`config.mk`:
```
export PLATFORM = sky130hd
export DESIGN_NAME = lsu_mem_access
export DESIGN_NICKNAME = d
export VERILOG_FILES = /design/src/rtl/lsu_mem_access_pkg.sv /design/src/rtl/lsu_mem_access_lane_align.sv /design/src/rtl/lsu_mem_access.sv
export SDC_FILE = /design/constraint.sdc
export NUM_CORES = 1
export LEC_CHECK = 0
export ABC_CLOCK_PERIOD_IN_PS = 4500
export BUFFER_PORTS_ARGS = -buffer_cell sky130_fd_sc_hd__clkbuf_2
export CAP_MARGIN = 20
export CORE_AREA = 2 2 122 124
export CTS_BUF_LIST = sky130_fd_sc_hd__clkbuf_8
export CTS_CLUSTER_SIZE = 14
export DETAILED_ROUTE_END_ITERATION = 6
export DIE_AREA = 0 0 124 126
export PLACE_DENSITY_LB_ADDON = 0.2
export SYNTH_ARGS = -nofsm -noshare
export SYNTH_HDL_FRONTEND = slang
export SYNTH_SLANG_ARGS = --single-unit
```
`constraint.sdc`:
```
create_clock -name clk -period 4.5 [get_ports clk]
set_input_delay 0.45 -clock clk [delete_from_list [all_inputs] [get_ports clk]]
set_output_delay 0.45 -clock clk [all_outputs]
set_load 0.02 [all_outputs]
```
`src/rtl/lsu_mem_access_pkg.sv`:
```
// Shared encodings and opcode predicates for the load/store unit.
// Opcodes 9..15 are undefined and behave as NOP.
package lsu_mem_access_pkg;

    typedef enum logic [3:0] {
        OP_NOP = 4'd0,
        OP_LB  = 4'd1,
        OP_LBU = 4'd2,
        OP_LH  = 4'd3,
        OP_LHU = 4'd4,
        OP_LW  = 4'd5,
        OP_SB  = 4'd6,
        OP_SH  = 4'd7,
        OP_SW  = 4'd8
    } mem_op_t;

    typedef enum logic {
        ST_IDLE = 1'b0,
        ST_REQ  = 1'b1
    } state_t;

    function automatic logic is_load(input logic [3:0] op);
        return op inside {OP_LB, OP_LBU, OP_LH, OP_LHU, OP_LW};
    endfunction

    function automatic logic is_store(input logic [3:0] op);
        return op inside {OP_SB, OP_SH, OP_SW};
    endfunction

endpackage

```
`src/rtl/lsu_mem_access_lane_align.sv`:
```
// Little-endian lane steering: byte enables, replicated store data, load extraction/extension
// and alignment check. Purely combinational.
module lsu_lane_align
    import lsu_mem_access_pkg::*;
(
    input  logic [3:0]  op,
    input  logic [1:0]  addr_lo,
    input  logic [31:0] store_data,
    input  logic [31:0] rdata,
    output logic [3:0]  be,
    output logic [31:0] wdata,
    output logic [31:0] load_result,
    output logic        misaligned
);

    logic [7:0]  byte_sel;
    logic [15:0] half_sel;

    assign byte_sel = rdata[{addr_lo, 3'b000} +: 8];
    assign half_sel = addr_lo[1] ? rdata[31:16] : rdata[15:0];

    always_comb begin
        be          = 4'b0000;
        wdata       = 32'h0;
        load_result = 32'h0;
        misaligned  = 1'b0;
        case (op)
            OP_LB, OP_LBU, OP_SB: begin
                be = 4'b0001 << addr_lo;
            end
            OP_LH, OP_LHU, OP_SH: begin
                be         = addr_lo[1] ? 4'b1100 : 4'b0011;
                misaligned = addr_lo[0];
            end
            OP_LW, OP_SW: begin
                be         = 4'b1111;
                misaligned = |addr_lo;
            end
            default: ;
        endcase
        case (op)
            OP_LB:   load_result = {{24{byte_sel[7]}}, byte_sel};
            OP_LBU:  load_result = {24'h0, byte_sel};
            OP_LH:   load_result = {{16{half_sel[15]}}, half_sel};
            OP_LHU:  load_result = {16'h0, half_sel};
            OP_LW:   load_result = rdata;
            OP_SB:   wdata = {4{store_data[7:0]}};
            OP_SH:   wdata = {2{store_data[15:0]}};
            OP_SW:   wdata = store_data;
            default: ;
        endcase
    end

endmodule

```
`src/rtl/lsu_mem_access.sv`:
```
// MIPS32 load/store unit: non-memory ops in 1 cycle, memory ops 2 + wait cycles;
// stall_o holds upstream while a bus access is outstanding, with a bus timeout.
module lsu_mem_access
    import lsu_mem_access_pkg::*;
#(
    parameter int TIMEOUT = 255
) (
    input  logic        clk,
    input  logic        rst,
    input  logic        in_valid,
    input  logic [3:0]  mem_op,
    input  logic [31:0] alu_result,
    input  logic [31:0] store_data,
    input  logic [4:0]  rd_addr_i,
    input  logic        rd_write_i,
    output logic        stall_o,
    output logic        out_valid,
    output logic [31:0] write_data_o,
    output logic [4:0]  rd_addr_o,
    output logic        rd_write_o,
    output logic        adel_o,
    output logic        ades_o,
    output logic        bus_err_o,
    output logic        dmem_req,
    output logic        dmem_we,
    output logic [31:0] dmem_addr,
    output logic [3:0]  dmem_be,
    output logic [31:0] dmem_wdata,
    input  logic [31:0] dmem_rdata,
    input  logic        dmem_ack
);

    localparam logic [7:0] TMO_LAST = 8'(TIMEOUT - 1);

    state_t      state, state_nxt;
    logic [7:0]  tmo_cnt;
    logic [3:0]  op_q;
    logic [31:0] addr_q;
    logic [31:0] sd_q;
    logic [4:0]  rd_addr_q;
    logic        rd_write_q;

    logic        in_req;
    logic        is_mem;
    logic        accept;
    logic        finish;
    logic        timeout;

    logic [3:0]  al_op;
    logic [1:0]  al_addr;
    logic [31:0] al_sd;
    logic [3:0]  al_be;
    logic [31:0] al_wdata;
    logic [31:0] al_load;
    logic        al_misaligned;

    assign in_req = (state == ST_REQ);
    assign is_mem = is_load(mem_op) || is_store(mem_op);

    // In IDLE the aligner judges the incoming op; in REQ it steers the latched access.
    assign al_op   = in_req ? op_q        : mem_op;
    assign al_addr = in_req ? addr_q[1:0] : alu_result[1:0];
    assign al_sd   = in_req ? sd_q        : store_data;

    lsu_lane_align u_align (
        .op          (al_op),
        .addr_lo     (al_addr),
        .store_data  (al_sd),
        .rdata       (dmem_rdata),
        .be          (al_be),
        .wdata       (al_wdata),
        .load_result (al_load),
        .misaligned  (al_misaligned)
    );

    assign stall_o    = in_req;
    assign dmem_req   = in_req;
    assign dmem_we    = in_req && is_store(op_q);
    assign dmem_addr  = in_req ? {addr_q[31:2], 2'b00} : 32'h0;
    assign dmem_be    = in_req ? al_be : 4'b0000;
    assign dmem_wdata = in_req ? al_wdata : 32'h0;

    always_ff @(posedge clk) begin
        if (rst) begin
            state <= ST_IDLE;
        end else begin
            state <= state_nxt;
        end
    end

    always_comb begin
        state_nxt = state;
        accept    = 1'b0;
        finish    = 1'b0;
        timeout   = 1'b0;
        case (state)
            ST_IDLE: begin
                if (in_valid && is_mem && !al_misaligned) begin
                    accept    = 1'b1;
                    state_nxt = ST_REQ;
                end
            end
            ST_REQ: begin
                // An ack in the final timeout cycle takes priority over the error.
                if (dmem_ack) begin
                    finish    = 1'b1;
                    state_nxt = ST_IDLE;
                end else if (tmo_cnt == TMO_LAST) begin
                    timeout   = 1'b1;
                    state_nxt = ST_IDLE;
                end
            end
        endcase
    end

    always_ff @(posedge clk) begin
        if (rst) begin
            tmo_cnt      <= 8'h0;
            op_q         <= 4'h0;
            addr_q       <= 32'h0;
            sd_q         <= 32'h0;
            rd_addr_q    <= 5'h0;
            rd_write_q   <= 1'b0;
            out_valid    <= 1'b0;
            write_data_o <= 32'h0;
            rd_addr_o    <= 5'h0;
            rd_write_o   <= 1'b0;
            adel_o       <= 1'b0;
            ades_o       <= 1'b0;
            bus_err_o    <= 1'b0;
        end else begin
            out_valid <= 1'b0;
            adel_o    <= 1'b0;
            ades_o    <= 1'b0;
            bus_err_o <= 1'b0;
            if (accept) begin
                op_q       <= mem_op;
                addr_q     <= alu_result;
                sd_q       <= store_data;
                rd_addr_q  <= rd_addr_i;
                rd_write_q <= rd_write_i;
                tmo_cnt    <= 8'h0;
            end else if (!in_req && in_valid) begin
                // Non-memory op, or a misaligned access that never reaches the bus.
                out_valid    <= 1'b1;
                write_data_o <= alu_result;
                rd_addr_o    <= rd_addr_i;
                rd_write_o   <= rd_write_i && !is_mem;
                adel_o       <= is_load(mem_op);
                ades_o       <= is_store(mem_op);
            end else if (finish) begin
                out_valid    <= 1'b1;
                write_data_o <= is_load(op_q) ? al_load : 32'h0;
                rd_addr_o    <= rd_addr_q;
                rd_write_o   <= is_load(op_q) && rd_write_q;
            end else if (timeout) begin
                out_valid    <= 1'b1;
                write_data_o <= 32'h0;
                rd_addr_o    <= rd_addr_q;
                rd_write_o   <= 1'b0;
                bus_err_o    <= 1'b1;
            end else if (in_req) begin
                tmo_cnt <= tmo_cnt + 8'd1;
            end
        end
    end

endmodule

```
==> results_dict.tcl, run 1 <==
set metrics [dict create \
    status "finished, final reports clean" \
    synth_fa_ha_area_share_pct 0.369 \
    dr.pass1.iters 5 \
    netlist_top_cells_count "dfxtp_1 (125), nor2_1 (117), mux2i_1 (114)" \
    area_growth_pct 22.5 \
    fin_cells 1134 \
    clk_pin_slew_ns 0.07 \
    clock_skew_ns 0.00999 \
    endpoint_kind "primary output" \
    wirelength_mm 19.9 \
    ys_seq_area_share_pct 36.9 \
    first_iter_violations 455 \
    period_share_pct 86.1 \
    ys.flop_type "dfxtp_1" \
    synth-edff-count 0 \
    yosysUniqueCellTypes 62 \
    die_y_um 126 \
    netlist_top_cells_area "dfxtp_1 (37%), mux2i_1 (17%), nor2_1 (6.5%), a211oi_2 (3.7%), and2_1 (3.0%)" \
    grt_max_degree 75 \
    synth-xor-area-share_pct 1.42 \
    min_path_cells 3 \
    layout-drive-gt1-share_pct 32.1 \
    numCtsBuffers 17 \
    syn_area_per_cell_sq_um 9.08 \
    layout.nets 1050 \
    dieArea_sq_um 15600 \
    critPathKind "reg -> out" \
    cts_buffer_depth 2 \
    clkSinkCount 125 \
    initial_core_util_pct 47.4 \
    r2r_slack_ns 1.14 \
    setup-violations-final 0 \
    whs_endpoint "sd_q[28]$_SDFFE_PP0P_" \
    diodes 0 \
    synth.most_common_cell "dfxtp_1" \
    track_usage_pct 25.4 \
    ys_warn_count 0 \
    synth_compound_area_share_pct 18.6 \
    r2r_cells 7 \
    cts_resized 0 \
    clock_latency_ns 0.45 \
    synth_seq_cells 125 \
    fin_util_pct 58.0 \
    cp.required_ns 4.05 \
    hold_class "in -> reg" \
    gp_congestion 0.882 \
    grt_pass1_wl_mm 31.0 \
    yosys.area.top_type "dfxtp_1" \
    synth_top_family_by_area "multiplexers" \
    holdWs_ns 0.229 \
    rr_endpoint "addr_q[10]$_SDFFE_PP0P_" \
    antenna_left 0 \
    fin_tns_setup_ns 0 \
    hold_start "store_data[28]" \
    power_density_nw_per_um2 339 \
    arrival_ns 3.43 \
    yosysTopAreaCellShare_pct 36.9 \
    globalRoute.totalOverflow 0 \
    synth-simple-area-share_pct 17.2 \
    dp.cells 1102 \
    vias 6387 \
    worstReg2RegStart "dmem_req$_SDFF_PP0_" \
    drc 0 \
    leakage_nw 4.04 \
    clock-root-buffer "clkbuf_8" \
    io_buffers 220 \
    place_hpwl_mm 14.4 \
    crit_path_start_kind "register" \
    chipWidth_um 124 \
    rsz0062_at_grt "false" \
    async_reset_ff_share_pct 0 \
    num_rows 44 \
    tightestPinTransition_ns 1.03 \
    synthCells 747 \
    cts_hold_buf 0 \
    finalCriticalPeriod_ns 3.88 \
    cts_tree "built" \
    core_area_sq_um 14300 \
    relSlewSlack_pct 30.5 \
    maxCapViolCount 0 \
    htree_levels 4 \
    post_drt_wl_per_cell_um 17.6 \
    muxShareOfSynthArea_pct 19.8 \
    ios 223 \
    antenna_found_initial 0 \
    syn_area_sq_um 6780 \
    cp_max_fo 49 \
    ir_drop_uv 234 \
    hold_viol 0 \
    first_global_vias 5812 \
    vias_per_cell 5.63 \
    slew_viol_final 0 \
    post_cts_buffers 0 \
    fmax_ghz 0.258 \
]
-- cell families after synthesis --
group / after synthesis
flops: 125
xor+xnor: 11
mux: 124
other cells: 1
buf+inv: 73
fa+ha+maj: 2
compound gates: 168
simple gates: 243
-- cell type report --
type	instances	area, sq um
fill	1377	6010
multi-input combinational	550	3940
sequential	125	2500
timing repair buffer	234	1230
clock buffer	21	289
tap	184	230
clock inverter	10	73.8
inverter	10	37.5
-- placed cells by master, fill, tap and decap left out, drive strengths merged, types with 3 or more instances in the layout --
cell type  count
xnor2          4
a22o           8
clkinv         5
nor2         117
and2          32
a211oi        26
mux4           8
nand2         38
mux2i        114
o21ai         25
o221ai         9
xor2           7
clkbuf       240
a22oi         16
nor4           3
a31oi         12
a41oi          3
nand2b         5
a221oi        16
buf           15
nor3b          3
o22ai          8
inv           13
nor3           7
a21oi         34
nand3         13
dfxtp        125
and3          11
-- through the flow --
stage               power, mW  worst slack, ns  cell area (sq um)
floorplan                1.72             1.71               6790
global placement         1.90             1.13               7930
detailed placement       1.91             1.14               7930
CTS                      2.83            0.650               8290
global route             2.95            0.364               8310
finish                   2.81            0.624               8310
-- sequential cells by signal (all words and copies together), names as in the netlist, 4 cells and up --
name          cells
addr_q           32
op_q              4
rd_addr_o         5
rd_addr_q         5
sd_q             32
tmo_cnt           8
write_data_o     32
-- how the worst max path moves through the flow --
stage,from,end,slack [ns],cells after the start
detailed placement,dmem_req$_SDFF_PP0_,rd_addr_q[3]$_SDFFE_PP0P_,1.14,7
finish,dmem_req$_SDFF_PP0_,dmem_wdata[15],0.62,6
floorplan,dmem_req$_SDFF_PP0_,dmem_be[1],1.71,7
CTS,dmem_req$_SDFF_PP0_,dmem_wdata[15],0.65,6
global placement,op_q[0]$_SDFFE_PP0P_,dmem_wdata[20],1.13,6
global route,dmem_req$_SDFF_PP0_,dmem_wdata[15],0.36,6
-- power by group --
| part | internal (mW) | switching (mW) | total, mW |
|---|---|---|---|
| clock network | 0.481 | 0.440 | 0.920 |
| logic | 0.258 | 0.377 | 0.635 |
| registers | 1.19 | 0.0646 | 1.26 |
-- routing by layer --
metal | GRT usage (%) | vias up | wire (um)
met3 | 6.88 | 29 | 1360
met1 | 35.2 | 3038 | 9310
met5 | 0 | - | 0
met2 | 38.4 | 213 | 8920
met4 | 8.00 | 0 | 361
li1 | - | 3107 | -
-- critical path: stages (launching register included) --
cell and delay (ns):
dfxtp_2 0.94, mux2i_1 0.70, nand3_1 0.34, o21ai_1 0.45, nand2_1 0.11, a21oi_1 0.21, clkbuf_2 0.21
(Power assumes the default switching activity.)
==> run 2, diff against run 1 <==
- ABC_CLOCK_PERIOD_IN_PS: 4500 -> not set
- CORE_AREA: 2 2 122 124 -> 2 2 120 122
- DIE_AREA: 0 0 124 126 -> 0 0 122 124
- REMOVE_ABC_BUFFERS: not set -> 1
==> results_dict.tcl, run 2 (synthesis results as in run 1) <==
set metrics [dict create \
    status "finished, final reports clean" \
    clock_latency_ns 0.46 \
    core_area_sq_um 13700 \
    cp.required_ns 4.05 \
    seqCellArea_sq_um 2500 \
    leakage_nw 4.07 \
    final_common_cell "clkbuf_2" \
    numCtsBuffers 17 \
    arrival_ns 3.38 \
    slew_viol_final 0 \
    num_rows 43 \
    dp.cells 1097 \
    endpoint_kind "primary output" \
    place_hpwl_mm 13.7 \
    antenna_found_initial 0 \
    fin_ws_ns 0.665 \
    place_area_sq_um 7910 \
    cts_tree "built" \
    finalCriticalPeriod_ns 3.83 \
    dieArea_sq_um 15100 \
    stdcell_area_sq_um 8380 \
    fmax_ghz 0.261 \
    grt_max_degree 75 \
    fill_cells 1271 \
    cts_buffer_depth 2 \
    post_cts_buffers 0 \
    power_density_nw_per_um2 358 \
    period_share_pct 85.2 \
    fin_cells 1130 \
    grt_pass1_wl_mm 30.9 \
    clk_pin_slew_ns 0.08 \
    dr.pass1.iters 7 \
    hold_viol 0 \
    maxCapViolCount 0 \
    track_usage_pct 26.2 \
    vias_per_cell 5.64 \
    dpl_worst_slack_ns 1.20 \
    finalPower_mw 3.00 \
    cts_resized 0 \
    setup-violations-final 0 \
    critPathKind "reg -> out" \
    die_y_um 124 \
    cp_max_fo 19 \
    chipWidth_um 122 \
    crit_path_start_kind "register" \
    vias 6368 \
    hold_class "in -> reg" \
    ios 223 \
    layout-drive-gt1-share_pct 32.3 \
    holdWs_ns 0.214 \
    layout_common_cells "clkbuf_2 (219), dfxtp_1 (124), nor2_1 (116), mux2i_1 (113), nand2_1 (37)" \
    drc 0 \
    first_iter_violations 610 \
    area_growth_pct 23.5 \
    antenna_left 0 \
    multi_input_area_sq_um 3950 \
    globalRoute.totalOverflow 0 \
    layout.nets 1049 \
    clock_skew_ns 0.0158 \
    gp_congestion 0.867 \
    wirelength_mm 19.7 \
    fin_util_pct 61.1 \
    diodes 0 \
    first_global_vias 5938 \
    initial_core_util_pct 49.4 \
    largestRegisters "addr_q: 32 flops, sd_q: 32 flops, write_data_o: 32 flops" \
    rsz0062_at_grt "false" \
    ir_drop_uv 279 \
    clock-root-buffer "clkbuf_8" \
    htree_levels 4 \
    relSlewSlack_pct 27.6 \
    io_buffers 220 \
    clkSinkCount 125 \
    post_drt_wl_per_cell_um 17.4 \
    tightestPinTransition_ns 1.06 \
    cts_hold_buf 0 \
    fin_tns_setup_ns 0 \
]
run 2: report_power, final:
group	switching (mW)	leakage (nW)	internal (mW)
Sequential	0.0594	1.02	1.19
Clock	0.456	0.233	0.659
Combinational	0.380	2.81	0.255
run 2: final timing paths:
| path | from | to | slack [ns] | depth (start not counted) |
|---|---|---|---|---|
| max | op_q[0]$_SDFFE_PP0P_ | dmem_wdata[22] | 0.67 | 6 |
| min | store_data[21] | sd_q[21]$_SDFFE_PP0P_ | 0.21 | 3 |
| max reg2reg | dmem_req$_SDFF_PP0_ | rd_addr_q[4]$_SDFFE_PP0P_ | 1.24 | 7 |
| min reg2reg | write_data_o[7]$_SDFFE_PP0P_ | write_data_o[7]$_SDFFE_PP0P_ | 0.48 | 2 |
run 2: critical path, cell delays in order (launching register included):
cell	delay, ns
dfxtp_1	0.40
nor3_1	0.59
a22o_2	0.38
nand2_2	0.26
nor3_1	0.85
a22o_1	0.28
clkbuf_2	0.17
run 2: layout make-up:
cell class	count	area share, %
Multi-Input combinational cell	550	47.2
Inverter	10	0.448
Tap cell	180	2.69
Clock inverter	11	1.96
Sequential cell	125	29.9
Clock buffer	21	3.45
Timing Repair Buffer	233	14.4
run 2: routing by layer:
layer / GRT usage (%) / routed length [um] / part of all wire, %
met1: 35.3 / 8700 / 44
met2: 40.3 / 8970 / 46
met3: 6.46 / 1470 / 7.5
met4: 10.6 / 563 / 2.9
met5: 0 / 0 / 0
==> run 3, diff against run 2 <==
--- a/constraint.sdc
+++ b/constraint.sdc
@@ -3,2 +3,2 @@
 set_output_delay 0.45 -clock clk [all_outputs]
-set_load 0.02 [all_outputs]
+set_load 0.005 [all_outputs]
==> results_dict.tcl, run 3 (synthesis results as in run 1) <==
set metrics [dict create \
    cts_resized 0 \
    cp_max_fo 19 \
    fin_util_pct 61.3 \
    wirelength_mm 19.3 \
    dieArea_sq_um 15100 \
    diodes 0 \
    track_usage_pct 25.3 \
    final_common_cell "clkbuf_2" \
    finalCriticalPeriod_ns 3.73 \
    clkSinkCount 125 \
    fill_cells 1245 \
    finalPower_mw 2.98 \
    layout-drive-gt1-share_pct 32.2 \
    grt_max_degree 75 \
    status "finished, final reports clean" \
    vias_per_cell 5.62 \
    clock-root-buffer "clkbuf_8" \
    chipWidth_um 122 \
    ir_drop_uv 287 \
    io_buffers 220 \
    setup-violations-final 0 \
    antenna_found_initial 0 \
    num_rows 43 \
    cts_hold_buf 0 \
    leakage_nw 4.08 \
    hold_class "in -> reg" \
    initial_core_util_pct 49.4 \
    rsz0062_at_grt "false" \
    clk_pin_slew_ns 0.07 \
    numCtsBuffers 17 \
    maxCapViolCount 0 \
    globalRoute.totalOverflow 0 \
    cts_tree "built" \
    gp_congestion 0.880 \
    layout_common_cells "clkbuf_2 (219), dfxtp_1 (124), nor2_1 (116), mux2i_1 (113), nand2_1 (37)" \
    endpoint_kind "primary output" \
    htree_levels 4 \
    tightestPinTransition_ns 1.02 \
    post_cts_buffers 0 \
    crit_path_start_kind "register" \
    power_density_nw_per_um2 355 \
    stdcell_area_sq_um 8410 \
    place_area_sq_um 7930 \
    grt_pass1_wl_mm 29.9 \
    area_growth_pct 24.0 \
    slew_viol_final 0 \
    first_iter_violations 449 \
    clock_latency_ns 0.44 \
    cts_buffer_depth 2 \
    fin_cells 1130 \
    fmax_ghz 0.268 \
    place_hpwl_mm 13.7 \
    critPathKind "reg -> out" \
    die_y_um 124 \
    core_area_sq_um 13700 \
    arrival_ns 3.28 \
    clock_skew_ns 0.0102 \
    hold_viol 0 \
    post_drt_wl_per_cell_um 17.1 \
    holdWs_ns 0.236 \
    period_share_pct 82.8 \
    largestRegisters "addr_q: 32 flops, sd_q: 32 flops, write_data_o: 32 flops" \
    vias 6346 \
    relSlewSlack_pct 29.8 \
    first_global_vias 5746 \
    dr.pass1.iters 7 \
    dp.cells 1097 \
    layout.nets 1049 \
    antenna_left 0 \
    drc 0 \
    cp.required_ns 4.05 \
    ios 223 \
]
## run 3: per-layer routing
metal | track usage [%] | up-vias | routed length, um
li1 | - | 3098 | -
met1 | 33.9 | 2958 | 8370
met4 | 11.1 | 0 | 538
met2 | 39.0 | 253 | 8980
met3 | 5.86 | 37 | 1440
met5 | 0 | - | 0
## run 3: worst paths after layout
check                                from                            to  slack (ns)  cells after the start
min                         store_data[9]          sd_q[9]$_SDFFE_PP0P_        0.24                      3
min reg2reg  write_data_o[7]$_SDFFE_PP0P_  write_data_o[7]$_SDFFE_PP0P_        0.47                      2
max                  op_q[1]$_SDFFE_PP0P_                dmem_wdata[17]        0.77                      6
max reg2reg           dmem_req$_SDFF_PP0_         sd_q[15]$_SDFFE_PP0P_        1.36                      7
## run 3: report_power, final
group | switching, mW | internal [mW]
logic | 0.326 | 0.258
clock network | 0.449 | 0.700
registers | 0.0575 | 1.19
total | 0.832 | 2.15
## run 3: critical path, stage by stage, from the launching register on
cell	delay [ns]
dfxtp_1	0.41
nor3_1	0.55
a22o_2	0.36
nand2_2	0.26
nor3_1	0.85
a22o_1	0.28
clkbuf_2	0.11
## run 3: cell type report
type	instances	area (sq um)	share of cell area (%)
clock inverter	12	191	2.28
sequential	125	2500	29.8
multi-input combinational	550	3950	47.0
inverter	10	37.5	0.446
timing repair buffer	233	1220	14.5
clock buffer	20	275	3.27
tap	180	225	2.68
## run 3: through the flow
stage                     setup slack, ns  TNS [ns]
final                               0.774         0
after global routing                0.544         0
after CTS                           0.809         0
after detailed placement             1.32         0
after global placement               1.33         0
after floorplan                     -2.50   -216.04
